## src/rtl/demux_2_for_32_bits_buffered_pkg.sv

```systemverilog
// demux_2_for_32_bits_buffered_pkg: channel ids, default sizes and FIFO occupancy states
package demux_2_for_32_bits_buffered_pkg;
   localparam logic CH0 = 1'b0;
   localparam logic CH1 = 1'b1;
   localparam int DEF_WIDTH = 32;
   localparam int DEF_DEPTH = 2;
   localparam int DEF_CNTW = 16;
   typedef enum logic [1:0] {EMPTY, PARTIAL, FULL} occ_state_e;
endpackage

```

## src/rtl/demux_2_for_32_bits_buffered_chan_fifo.sv

```systemverilog
// demux_chan_fifo: per-channel FIFO with pointers, occupancy and zeroed-when-empty head output
module demux_chan_fifo
   import demux_2_for_32_bits_buffered_pkg::*;
#(
   parameter int WIDTH = DEF_WIDTH,
   parameter int DEPTH = DEF_DEPTH
) (
   input  logic             clock,
   input  logic             reset,
   input  logic             push,
   input  logic [WIDTH-1:0] push_data,
   input  logic             pop,
   output logic             full,
   output logic             empty,
   output logic [WIDTH-1:0] head_data
);
   localparam int AW = $clog2(DEPTH);
   logic [WIDTH-1:0] mem [DEPTH];
   logic [AW-1:0] wr_ptr, rd_ptr;
   logic [AW:0] occ, occ_nx;
   logic push_ok, pop_ok;
   occ_state_e state;
   always_ff @(posedge clock or posedge reset) begin
      if (reset) begin
         wr_ptr <= '0;
         rd_ptr <= '0;
         occ <= '0;
      end else begin
         wr_ptr <= wr_ptr + AW'(push_ok);
         rd_ptr <= rd_ptr + AW'(pop_ok);
         occ <= occ_nx;
      end
   end
   always_ff @(posedge clock) begin
      if (push_ok) mem[wr_ptr] <= push_data;
   end
   // a full FIFO refuses pushes even when a pop happens on the same edge
   always_comb begin
      push_ok = push & ~full;
      pop_ok = pop & ~empty;
      occ_nx = occ + (AW+1)'(push_ok) - (AW+1)'(pop_ok);
   end
   always_comb begin
      state = (occ == '0) ? EMPTY : (occ == (AW+1)'(DEPTH)) ? FULL : PARTIAL;
      full = (state == FULL);
      empty = (state == EMPTY);
      head_data = empty ? '0 : mem[rd_ptr];
   end
endmodule

```

## src/rtl/demux_2_for_32_bits_buffered.sv

```systemverilog
// demux_2_for_32_bits_buffered: routes one valid/ready stream to two buffered channels
// Optional per-channel pop counters are enabled with STATS_EN.
module demux_2_for_32_bits_buffered
   import demux_2_for_32_bits_buffered_pkg::*;
#(
   parameter int WIDTH = DEF_WIDTH,
   parameter int DEPTH = DEF_DEPTH
`ifdef STATS_EN
   , parameter int CNTW = DEF_CNTW
`endif
) (
   input  logic             clock,
   input  logic             reset,
   input  logic             in_valid,
   input  logic             in_select,
   input  logic [WIDTH-1:0] in_data,
   output logic             in_ready,
   output logic             out0_valid,
   input  logic             out0_ready,
   output logic [WIDTH-1:0] out0_data,
   output logic             out1_valid,
   input  logic             out1_ready,
   output logic [WIDTH-1:0] out1_data
`ifdef STATS_EN
   , output logic [CNTW-1:0] out0_count,
   output logic [CNTW-1:0] out1_count
`endif
);
   logic full0, full1, empty0, empty1, push0, push1, pop0, pop1;
   // in_ready depends only on FIFO state and in_select, never on the consumer readies
   always_comb begin
      in_ready = (in_select == CH1) ? ~full1 : ~full0;
      push0 = in_valid & in_ready & (in_select == CH0);
      push1 = in_valid & in_ready & (in_select == CH1);
      out0_valid = ~empty0;
      out1_valid = ~empty1;
      pop0 = out0_valid & out0_ready;
      pop1 = out1_valid & out1_ready;
   end
   demux_chan_fifo #(.WIDTH(WIDTH), .DEPTH(DEPTH)) u_ch0 (
      .clock(clock), .reset(reset), .push(push0), .push_data(in_data), .pop(pop0),
      .full(full0), .empty(empty0), .head_data(out0_data)
   );
   demux_chan_fifo #(.WIDTH(WIDTH), .DEPTH(DEPTH)) u_ch1 (
      .clock(clock), .reset(reset), .push(push1), .push_data(in_data), .pop(pop1),
      .full(full1), .empty(empty1), .head_data(out1_data)
   );
`ifdef STATS_EN
   always_ff @(posedge clock or posedge reset) begin
      if (reset) begin
         out0_count <= '0;
         out1_count <= '0;
      end else begin
         if (pop0) out0_count <= out0_count + CNTW'(1);
         if (pop1) out1_count <= out1_count + CNTW'(1);
      end
   end
`endif
endmodule

```

## config.mk

```make
export PLATFORM = sky130hd
export DESIGN_NAME = demux_2_for_32_bits_buffered
export DESIGN_NICKNAME = d
export VERILOG_FILES = /design/src/rtl/demux_2_for_32_bits_buffered_pkg.sv /design/src/rtl/demux_2_for_32_bits_buffered_chan_fifo.sv /design/src/rtl/demux_2_for_32_bits_buffered.sv
export SDC_FILE = /design/constraint.sdc
export NUM_CORES = 1
export LEC_CHECK = 0
export ABC_AREA = 0
export ABC_CLOCK_PERIOD_IN_PS = 4650
export BUFFER_PORTS_ARGS = -buffer_cell sky130_fd_sc_hd__buf_4
export CAP_MARGIN = 40
export CELL_PAD_IN_SITES_DETAIL_PLACEMENT = 0
export CELL_PAD_IN_SITES_GLOBAL_PLACEMENT = 1
export CORE_MARGIN = 3
export CORE_UTILIZATION = 45
export DETAILED_ROUTE_END_ITERATION = 8
export GPL_ROUTABILITY_DRIVEN = 0
export PLACE_DENSITY = 0.75
export SLEW_MARGIN = 20
export SYNTH_ARGS = -nofsm -noshare
export SYNTH_HDL_FRONTEND = slang
export SYNTH_SLANG_ARGS = --single-unit
```

## constraint.sdc

```tcl
create_clock -name clock -period 4.65 [get_ports clock]
set_input_delay 0.6975 -clock clock [delete_from_list [all_inputs] [get_ports clock]]
set_output_delay 0.6975 -clock clock [all_outputs]
set_load 0.01 [all_outputs]
```

After elaboration in Yosys (flattened, before gate mapping)
Memory sizes are Yosys's and may differ from the RTL's.
Cells that the tools add are included.
W data, S select, Z words.
- word-level logic and storage cells: 49
- register bits: 8
- memories kept: 2
- bits of input ports: 38
- bits in writable memories: 128
- output and inout bits: 67
- memory list (memory ; depth ; bits a word ; read ports ; clocked after Yosys merged registers in ; write ports ; RTL line ; RTL):
    u_ch0.mem ; 2 ; 32 ; 1 ; 0 ; 1 ; demux_2_for_32_bits_buffered_chan_fifo.sv:18 ; logic [WIDTH-1:0] mem [DEPTH];
    u_ch1.mem ; 2 ; 32 ; 1 ; 0 ; 1 ; demux_2_for_32_bits_buffered_chan_fifo.sv:18 ;
- $add $sub $neg: 8
- reductions and logical operators: 4
- eq/ne operators: 4
- bitwise gates (word level): 14
- multiplexer cells: 11
- operators with widths (kind ; number):
    $mux W32 ; 2
    $and A1 B1 Y1 ; 9
    $eq A2 B2 Y1 const B ; 4
    $logic_not A2 Y1 ; 4
    $mux W2 ; 4
    $mux W1 ; 5
    $not A1 Y1 ; 5
    $add A1 B1 Y1 ; 4
    $add A2 B1 Y2 ; 2
    $sub A2 B1 Y2 ; 2

Logic depth before layout (Yosys ltp)
Gate-level depths: netlist (run 1).
- depth after elaboration: 11
- gate-level depth with buffers: 7
- gate-level depth less buffers: 7

Cells and area by module
From an unflattened synthesis (run 1), not the netlist that was laid out.
- cells, all modules: 321
- area total of the unflattened synthesis: 5406.4 um^2
- by module, submodules not included (module ; area each (um^2) ; instances ; cells an instance ; sequential area each (um^2)):
    demux_chan_fifo ; 2680.1 ; 2 ; 157 ; 2021.9
    demux_2_for_32_bits_buffered ; 46.3 ; 1 ; 7 ; 0.0

Worst setup path before layout (run 1)
OpenSTA, ideal clock, no wires.
- path type: input to register
- start point: in in_valid
- end point: mem u_ch1.mem[1][0] (netlist bit) (enable)
- cell stages on the path: 2
- arrival: 2957 ps
- buffers on the path: 0
- data required time: 4189 ps
- slack: 1232 ps
- library setup time: 461 ps
- cells stage by stage: nand2_1 > nor3_1
- longest elaborated chain between the ends: 5
- ends and longest elaborated chain (element ; RTL line ; RTL):
    from (decl) ; demux_2_for_32_bits_buffered.sv:14 ; input logic in_valid,
    $and A1 B1 Y1 (2 in series) ; demux_2_for_32_bits_buffered.sv:34 ; push1 = in_valid & in_ready & (in_select == CH1);
    $and A1 B1 Y1 ; demux_2_for_32_bits_buffered_chan_fifo.sv:39 ; push_ok = push & ~full;
    $mux W1 ; demux_2_for_32_bits_buffered_chan_fifo.sv:35 ; if (push_ok) mem[wr_ptr] <= push_data;
    $mux W1 (implied by the code) ; demux_2_for_32_bits_buffered_chan_fifo.sv:35 ;
    to (decl) ; demux_2_for_32_bits_buffered_chan_fifo.sv:18 ;
No other way between the ends.

Final worst setup path (run 1)
- start point: reg u_ch0.rd_ptr
- end point: out out0_data[26]
- longest elaborated chain between the ends: 2
- ends and longest elaborated chain (element ; RTL line ; RTL):
    from (decl) ; demux_2_for_32_bits_buffered_chan_fifo.sv:19 ; logic [AW-1:0] wr_ptr, rd_ptr;
    from (signal assigned) ; demux_2_for_32_bits_buffered_chan_fifo.sv:30 ; rd_ptr <= rd_ptr + AW'(pop_ok);
    $mem_v2 Z2 W32 ; -- ;
    $mux W32 ; demux_2_for_32_bits_buffered_chan_fifo.sv:47 ; head_data = empty ? '0 : mem[rd_ptr];
    to (decl) ; demux_2_for_32_bits_buffered.sv:20 ; output logic [WIDTH-1:0] out0_data,
No other way between the ends.

==> results.json, run 1 <==
{
  "status": "finished clean",
  "cp.arrival_ns": 1.91,
  "synth_top_family_by_area": "multiplexers",
  "synth_xor_area_share_pct": 0.997,
  "crit_type": "reg -> out",
  "synthMuxAreaShare_pct": 12.7,
  "synth_seq_cells": 136,
  "utilization_pct": 62.2,
  "layout-drive-gt1-share_pct": 34.7,
  "worstSkewPairLatency_ns": 0.40,
  "worst_r2r_path_depth": 7,
  "finalSetupViolCount": 0,
  "antenna_cells": 0,
  "postSynthCellCount": 315,
  "pwr_density_cell_nw_per_um2": 654,
  "tritoncts": "yes",
  "clockRootBuffer": "clkbuf_16",
  "grt_antenna_before_repair": 0,
  "place_inst": 552,
  "instances_no_fill": 584,
  "final_nets": 474,
  "grt_max_degree": 34,
  "die-height_um": 114,
  "core_area_um2": 11100,
  "synthSimpleGateAreaFrac_pct": 6.38,
  "cts_resized": 0,
  "ys_types": 18,
  "rsz0062_at_grt": "no",
  "peakVddDrop_mv": 0.465,
  "drt_pass1_iterations": 4,
  "wl_per_cell_um": 17.5,
  "initial_core_util_pct": 47.4,
  "cts_buffer_depth": 2,
  "period_share_pct": 56.1,
  "grt_overflow": 0,
  "viasPerCell": 4.98,
  "fin_tns_setup_ns": 0,
  "synth-compound-area-share_pct": 0,
  "grt_usage_pct": 16.3,
  "clkTransAtPathRegs_ns": 0.06,
  "syn_avg_cell_area_um2": 16.7,
  "cts_max_level": 4,
  "end_kind": "primary output",
  "r2r-end": "u_ch0.occ[1]",
  "maxCapViolations": 0,
  "seq_area_frac_synth_pct": 76.7,
  "finalPower_mw": 4.52,
  "cts.sinks": 136,
  "syn_nets": 357,
  "wirelength_um": 10200,
  "slew_headroom_pct": 59.7,
  "worst_slew_pin_slew_ns": 0.603,
  "synth_adder_area_share_pct": 0.949,
  "required_ns": 3.95,
  "fp.dieArea_um2": 13100,
  "ant_nets": 0,
  "min_period_ns": 2.61,
  "worst_setup_path_start_kind": "flop",
  "hold_buffers": 0,
  "slew_viol_final": 0,
  "synthesis.area_um2": 5270,
  "port_buffers": 104,
  "skew_ns": 0.00948,
  "crit_path_max_fanout": 18,
  "die_w_um": 114,
  "drt_iter0_markers": 121,
  "hold_class": "in -> async",
  "rrSetupSlack_ns": 2.44,
  "fmax_mhz": 383,
  "io-pin-count": 105,
  "via_count": 2906,
  "ys_warn_count": 0,
  "grt_pass1_wl_um": 15800,
  "grt_pass1_vias": 3042,
  "syn_to_final_growth_pct": 31.2,
  "hold_viol_final": 0,
  "dpl.hpwl_um": 6780,
  "drc_errors": 0,
  "post_cts_buffers": 0,
  "rows": 38,
  "r2r-start": "u_ch0.occ[0]",
  "power.leakage_nw": 2.77,
  "cts_buffers": 17
}
==> state kept, by name, indices dropped and copies added, names as in the netlist <==
signal	count
u_ch1.rd_ptr	1
u_ch0.rd_ptr	1
u_ch0.occ	2
u_ch0.mem	64
u_ch0.wr_ptr	1
u_ch1.wr_ptr	1
u_ch1.mem	64
u_ch1.occ	2
==> report_power, final <==
group / internal (mW) / switching [mW]
sequential: 1.54 / 0.138
clock: 0.792 / 0.491
combinational: 0.778 / 0.787
==> per-layer routing <==
layer | up-vias | track usage, % | routed length (um)
met5 | - | 0 | 0
met4 | 0 | 6.25 | 127
met3 | 12 | 3.86 | 552
met2 | 89 | 28.7 | 5410
met1 | 1422 | 19.4 | 4160
li1 | 1383 | - | -
==> cells in the final DEF (no fill, tap or decap), types with 3 or more instances in the layout <==
| master | instances |
|---|---|
| mux2i_1 | 67 |
| edfxtp_1 | 128 |
| clkinv_4 | 3 |
| clkinvlp_4 | 4 |
| nor2_1 | 65 |
| dfrtp_1 | 6 |
| inv_1 | 7 |
| buf_16 | 4 |
| inv_6 | 3 |
| nand2_1 | 3 |
| xnor2_1 | 4 |
| buf_4 | 105 |
| clkbuf_16 | 17 |
==> cell families after synthesis <==
logic type               count (synthesis)
AND/OR/NAND/NOR                         79
adder cells (fa/ha/maj)                  4
XOR/XNOR                                 6
flip-flops                             136
buffers and inverters                   23
multiplexers                            67
==> worst max-delay path, cell delays in order (launching register included) <==
cell	delay [ns]
dfrtp_2	0.73
buf_12	0.26
mux2i_1	0.25
nor2_1	0.09
buf_4	0.18
==> worst max path at each step <==
stage                      start          endpoint  slack, ns  depth (start not counted)
floorplan               in_valid   u_ch1.mem[1][0]       1.23                          2
global placement    u_ch0.occ[0]      u_ch0.occ[1]       2.20                          7
detailed placement     in_select  u_ch0.mem[0][28]       2.34                          4
CTS                 u_ch0.rd_ptr     out0_data[26]       2.03                          4
global route        u_ch0.rd_ptr      out0_data[0]       1.98                          4
finish              u_ch0.rd_ptr     out0_data[26]       2.04                          4
==> cell type report <==
type                            count  area, um2
Inverter                            9       33.8
Sequential cell                   136       4050
Fill cell                         873       4210
Clock buffer                       18        429
Tap cell                          140        175
Multi-Input combinational cell    156       1130
Timing Repair Buffer              112        953
Clock inverter                     13        148
==> Yosys cell counts <==
| cell type | n | area share [%] |
|---|---|---|
| nor2_1 | 65 | 4.6 |
| nor3b_2 | 2 | 0.47 |
| xnor2_1 | 4 | 0.66 |
| and2_1 | 3 | 0.36 |
| nor3_1 | 1 | 0.095 |
| nand2_1 | 3 | 0.21 |
| edfxtp_1 | 128 | 73 |
| inv_1 | 7 | 0.50 |
| mux2i_1 | 67 | 13 |
| xor2_1 | 2 | 0.33 |
| buf_4 | 6 | 0.85 |
| dfrtp_1 | 8 | 3.8 |
| nor2_2 | 2 | 0.24 |
| ha_1 | 4 | 0.95 |
| nor2b_1 | 2 | 0.24 |
| inv_2 | 2 | 0.14 |
| buf_2 | 8 | 0.76 |
| nand3b_1 | 1 | 0.14 |
==> per-stage QoR <==
step,worst slack (ns),hold slack (ns),instance area [um2]
after floorplan,1.23,0.513,5270
after global placement,2.20,0.619,6170
after detailed placement,2.34,0.645,6320
after CTS,2.03,0.234,6900
after global routing,1.98,0.261,6920
final,2.04,0.242,6920
Note: power is estimated with default switching activity, not from simulation.
==> inputs of run 2 (changes only) <==
--- a/config.mk
+++ b/config.mk
@@ -6,16 +6,16 @@
 export NUM_CORES = 1
 export LEC_CHECK = 0
 export ABC_AREA = 0
-export ABC_CLOCK_PERIOD_IN_PS = 4650
+export ABC_CLOCK_PERIOD_IN_PS = 2100
 export BUFFER_PORTS_ARGS = -buffer_cell sky130_fd_sc_hd__buf_4
 export CAP_MARGIN = 40
 export CELL_PAD_IN_SITES_DETAIL_PLACEMENT = 0
 export CELL_PAD_IN_SITES_GLOBAL_PLACEMENT = 1
 export CORE_MARGIN = 3
-export CORE_UTILIZATION = 45
+export CORE_UTILIZATION = 41
 export DETAILED_ROUTE_END_ITERATION = 8
 export GPL_ROUTABILITY_DRIVEN = 0
-export PLACE_DENSITY = 0.75
+export PLACE_DENSITY = 0.72
 export SLEW_MARGIN = 20
 export SYNTH_ARGS = -nofsm -noshare
 export SYNTH_HDL_FRONTEND = slang
==> constraint.sdc (replaced) <==
create_clock -name clock -period 2.1 [get_ports clock]
set_input_delay 0.315 -clock clock [delete_from_list [all_inputs] [get_ports clock]]
set_output_delay 0.315 -clock clock [all_outputs]
set_load 0.01 [all_outputs]
==> run 2 against run 1 <==
  * Hold slack got worse by 0.13 ns
  * Combinational power increased by 130%
  * Clock skew about the same
  * Via count increased by 0.58%
  * Clock power increased to 2.6 times the previous value
  * Clock-buffer cell count decreased by 1
  * Wire length increased by 2.6%
  * Critical path type unchanged
  * Critical endpoint is now out1_data[26]
==> results.json, run 2 (synthesis gave the netlist of run 1 again) <==
{
  "syn_to_final_growth_pct": 34.1,
  "slew_headroom_pct": 72.2,
  "required_ns": 1.78,
  "ant_nets": 0,
  "drt_iter0_markers": 165,
  "cp.arrival_ns": 1.65,
  "min_path_cells": 1,
  "hold_class": "in -> reg",
  "end_kind": "primary output",
  "finalSetupViolCount": 0,
  "clockRootBuffer": "clkbuf_16",
  "grt_max_degree": 33,
  "final_nets": 485,
  "viasPerCell": 4.68,
  "grt_usage_pct": 15.7,
  "fmax_mhz": 510,
  "cts_max_level": 4,
  "rrSetupSlack_ns": 0.35,
  "die-height_um": 119,
  "die_w_um": 119,
  "max_stage_delay_ns": 0.43,
  "wirelength_um": 10500,
  "drc_errors": 0,
  "min_from": "in_data[13]",
  "cts_buffers": 17,
  "io-pin-count": 105,
  "via_count": 2923,
  "skew_ns": 0.00908,
  "slew_viol_final": 0,
  "port_buffers": 104,
  "layout-drive-gt1-share_pct": 36.4,
  "crit_chain": "nor2_4 -> buf_4 -> nor2_1 -> buf_4",
  "fin_tns_setup_ns": 0,
  "worst_r2r_path_depth": 4,
  "fp.dieArea_um2": 14300,
  "crit_path_max_fanout": 32,
  "maxCapViolations": 0,
  "r2r-start": "u_ch0.occ[1]",
  "worst_setup_path_start_kind": "flop",
  "rsz0062_at_grt": "no",
  "slowest_stage": "dfrtp_1",
  "drt_pass1_iterations": 5,
  "initial_core_util_pct": 42.8,
  "cts_buffer_depth": 2,
  "min_period_ns": 1.96,
  "worstSkewPairLatency_ns": 0.40,
  "core_area_um2": 12300,
  "status": "finished clean",
  "cts_resized": 0,
  "crit_type": "reg -> out",
  "clkTransAtPathRegs_ns": 0.06,
  "hold_viol_final": 0,
  "grt_antenna_before_repair": 0,
  "grt_pass1_vias": 3150,
  "critical_path.top_delay_family": "buffers and inverters",
  "peakVddDrop_mv": 0.722,
  "final_common_cell": "edfxtp_1",
  "fin_ws_ns": 0.139,
  "largest_registers": "u_ch0.mem x64, u_ch1.mem x64",
  "grt_overflow": 0,
  "mostFrequentLayoutCells": "edfxtp_1 (128), buf_4 (119), mux2i_1 (67)",
  "period_share_pct": 93.4,
  "pwr_density_cell_nw_per_um2": 1490,
  "antenna_cells": 0,
  "grt_pass1_wl_um": 16800,
  "critPathBufInv": 2,
  "r2r-end": "u_ch0.mem[0][20]",
  "wl_per_cell_um": 16.9,
  "cp_common_cell": "buf_4",
  "worst_slew_pin_slew_ns": 0.417,
  "dpl.hpwl_um": 7090,
  "rows": 40,
  "min_to": "u_ch1.mem[1][13]",
  "cts.sinks": 136,
  "power.leakage_nw": 2.85,
  "tritoncts": "yes",
  "post-place-ws_ns": 0.351
}
-- run 2: cell count changes in the layout (fill, tap and decap cells not counted), moves of 2 or more --
| cell | previous run | this run |
|---|---|---|
| bufinv_16 | 2 | 6 |
| buf_4 | 105 | 119 |
| inv_6 | 3 | 0 |
| clkinv_4 | 3 | 5 |
| buf_16 | 4 | 0 |
-- run 2: repair_timing --
action                                  CTS  global route
endpoints found under the setup margin    0             3
hold endpoints to repair                  8             0
hold buffers                              1             0
buffers inserted                          0             5
-- run 2: worst reg2reg max path, stage by stage, from the launching register on --
cell     delay (ns)
dfrtp_1        0.42
nor2b_1        0.18
nor3b_2        0.31
ha_2           0.25
buf_4          0.27
-- run 2: routing by layer --
metal	track usage [%]	up-vias	wire length, um
li1	-	1399	-
met2	25.9	81	5300
met4	5.65	0	90
met1	19.4	1436	4620
met5	0	-	0
met3	5.08	7	508
-- run 2: how the worst max path moves through the flow --
stage,start,end,slack (ns),cells past startpoint
after floorplan,u_ch0.occ[1],u_ch0.mem[0][0],0.07,3
after global placement,u_ch0.occ[1],u_ch0.mem[0][13],0.42,4
after detailed placement,u_ch0.occ[1],u_ch0.mem[0][12],0.35,4
after CTS,u_ch0.rd_ptr,out0_data[16],0.05,4
after global routing,u_ch1.rd_ptr,out1_data[19],0.007,4
final,u_ch1.occ[0],out1_data[26],0.14,4
-- run 2: layout make-up --
class / instances / area (um2)
inverters: 9 / 33.8
fillers: 1004 / 5240
flip-flops and latches: 136 / 4050
clock buffers: 17 / 425
clock inverters: 15 / 251
repair buffers: 123 / 963
multi-input cells: 156 / 1140
well taps: 168 / 210
-- run 2: power breakdown --
part           total, mW  internal [mW]  leakage [nW]  switching [mW]
Sequential          3.56           3.41          1.26           0.159
Combinational       3.63           1.72          1.28            1.91
Clock               3.31           2.23         0.319            1.08
-- run 2: stage by stage --
stage	area [um2]	utilization (%)	power, mW	instances	hold WS [ns]
4_1_cts	7020	57.0	10.6	619	0.0951
3_5_place_dp	6330	51.4	7.22	586	0.312
3_3_place_gp	6330	51.4	7.17	586	0.306
5_1_grt	7070	57.4	11.1	624	0.0883
6_report	7070	57.4	10.5	624	0.110
2_1_floorplan	5280	-	5.57	315	0.131
==> inputs of run 3 (changes only) <==
--- a/config.mk
+++ b/config.mk
@@ -11,11 +11,13 @@
 export CAP_MARGIN = 40
 export CELL_PAD_IN_SITES_DETAIL_PLACEMENT = 0
 export CELL_PAD_IN_SITES_GLOBAL_PLACEMENT = 1
+export CORE_ASPECT_RATIO = 1.25
 export CORE_MARGIN = 3
 export CORE_UTILIZATION = 41
 export DETAILED_ROUTE_END_ITERATION = 8
 export GPL_ROUTABILITY_DRIVEN = 0
 export PLACE_DENSITY = 0.72
+export SETUP_SLACK_MARGIN = 0.15
 export SLEW_MARGIN = 20
 export SYNTH_ARGS = -nofsm -noshare
 export SYNTH_HDL_FRONTEND = slang
==> run 3 against run 2 <==
  * Utilization down 0.64 points
  * Design area fell by 0.51%
  * Wire length decreased by 1.8%
  * Register-to-register slack got worse by 0.04 ns
  * Total power down 1.3%
  * Cell count is 1.3% lower
  * Combinational power is essentially flat
  * Worst setup slack better by 0.11 ns
  * Global-route usage is 0.19 points lower
  * Clock skew is 0.0040 ns lower
  * Highest routed layer unchanged
==> results.json, run 3 (synthesis gave the netlist of run 1 again) <==
{
  "status": "finished clean",
  "fmax_mhz": 541,
  "fin_tns_setup_ns": 0,
  "port_buffers": 104,
  "drt_iter0_markers": 145,
  "cts_buffers": 17,
  "drc_errors": 0,
  "crit_path_max_fanout": 4,
  "wl_met1_um": 4110,
  "initial_core_util_pct": 42.6,
  "crit_chain": "nor2b_1 -> mux2i_1 -> buf_4",
  "grt_antenna_before_repair": 0,
  "core_area_um2": 12400,
  "rows": 45,
  "fillers": 1029,
  "top_layer": "met4",
  "wirelength_um": 10300,
  "syn_to_final_growth_pct": 33.4,
  "fp.dieArea_um2": 14300,
  "die_w_um": 107,
  "final_common_cell": "edfxtp_1",
  "clockRootBuffer": "clkbuf_16",
  "period_share_pct": 88.0,
  "tritoncts": "yes",
  "grt_usage_pct": 15.5,
  "crit_type": "reg -> out",
  "mostFrequentLayoutCells": "edfxtp_1 (128), buf_4 (110), mux2i_1 (67)",
  "worstSkewPairLatency_ns": 0.41,
  "timing.hold.ws_ns": 0.107,
  "hold_class": "in -> reg",
  "wl_per_cell_um": 16.8,
  "place_inst": 581,
  "via_count": 2912,
  "grt_max_degree": 33,
  "min_period_ns": 1.85,
  "worst_slew_pin_slew_ns": 0.371,
  "finalSetupViolCount": 0,
  "peakVddDrop_mv": 0.732,
  "largest_registers": "u_ch0.mem x64, u_ch1.mem x64",
  "slew_viol_final": 0,
  "layout-drive-gt1-share_pct": 35.6,
  "worst_setup_path_start_kind": "flop",
  "antenna_cells": 0,
  "hold_viol_final": 0,
  "clkTransAtPathRegs_ns": 0.05,
  "end_kind": "primary output",
  "viasPerCell": 4.73,
  "wl_met2_um": 5620,
  "rsz0062_at_grt": "no",
  "met3WireLength_um": 444,
  "cts.sinks": 136,
  "power.leakage_nw": 2.85,
  "ant_nets": 0,
  "pwr_density_cell_nw_per_um2": 1470,
  "cp.arrival_ns": 1.53,
  "final_nets": 481,
  "critical_path.top_delay_family": "flip-flops",
  "die-height_um": 133,
  "skew_ns": 0.00504,
  "grt_pass1_vias": 3026,
  "grt_pass1_wl_um": 16100,
  "cts_buffer_depth": 2,
  "cts_max_level": 4,
  "grt_overflow": 0,
  "max_stage_delay_ns": 0.43,
  "slew_headroom_pct": 75.2,
  "io-pin-count": 105,
  "required_ns": 1.78,
  "instances_no_fill": 616,
  "drt_pass1_iterations": 4,
  "critPathBufInv": 1,
  "slowest_stage": "dfrtp_1",
  "dpl.hpwl_um": 6640,
  "maxCapViolations": 0
}
run 3: metrics by stage:
step	util (%)	instance area (um2)	total power [mW]	setup WS, ns
5_1_grt	56.8	7030	10.9	0.162
3_5_place_dp	51.3	6360	7.30	0.352
2_1_floorplan	-	5290	5.57	0.291
6_report	56.8	7030	10.4	0.253
4_1_cts	56.7	7020	10.5	0.182
3_3_place_gp	51.3	6360	7.26	0.433
run 3: final timing paths:
kind                         startpoint  slack [ns]  depth (start not counted)               end
setup reg to reg           u_ch0.occ[0]        0.31                          7      u_ch0.occ[1]
hold reg to reg            u_ch0.wr_ptr        0.66                          3      u_ch0.wr_ptr
hold / removal              in_data[25]        0.11                          1  u_ch0.mem[1][25]
setup / recovery           u_ch1.occ[1]        0.25                          3          in_ready
max in group asynchronous         reset        1.41                          3      u_ch1.rd_ptr
min in group asynchronous         reset        0.42                          3      u_ch0.occ[1]
run 3: timing repair:
item                                    CTS  global route
setup buffers                             2             0
endpoints found under the setup margin   64            25
pin swaps                                 0             0
hold buffers                              1             0
hold endpoints to repair                  8             0
gates resized for setup                   2             3
run 3: where the power goes:
group | internal [mW] | switching (mW)
sequential | 3.41 | 0.178
combinational | 1.75 | 1.91
clock | 2.09 | 1.04
run 3: final cells by class:
type                    count  area, um2  area share, %
clock buffers              17        425           6.05
clock inverters            15        206           2.94
inverters                   9       33.8          0.480
multi-input cells         156       1140           16.2
flip-flops and latches    136       4050           57.5
well taps                 164        205           2.92
repair buffers            119        977           13.9
run 3: per-layer routing:
metal | GRT usage [%] | up-vias
met5 | 0 | -
met4 | 5.75 | 0
li1 | - | 1394
met2 | 26.8 | 70
met1 | 17.6 | 1442
met3 | 5.56 | 6
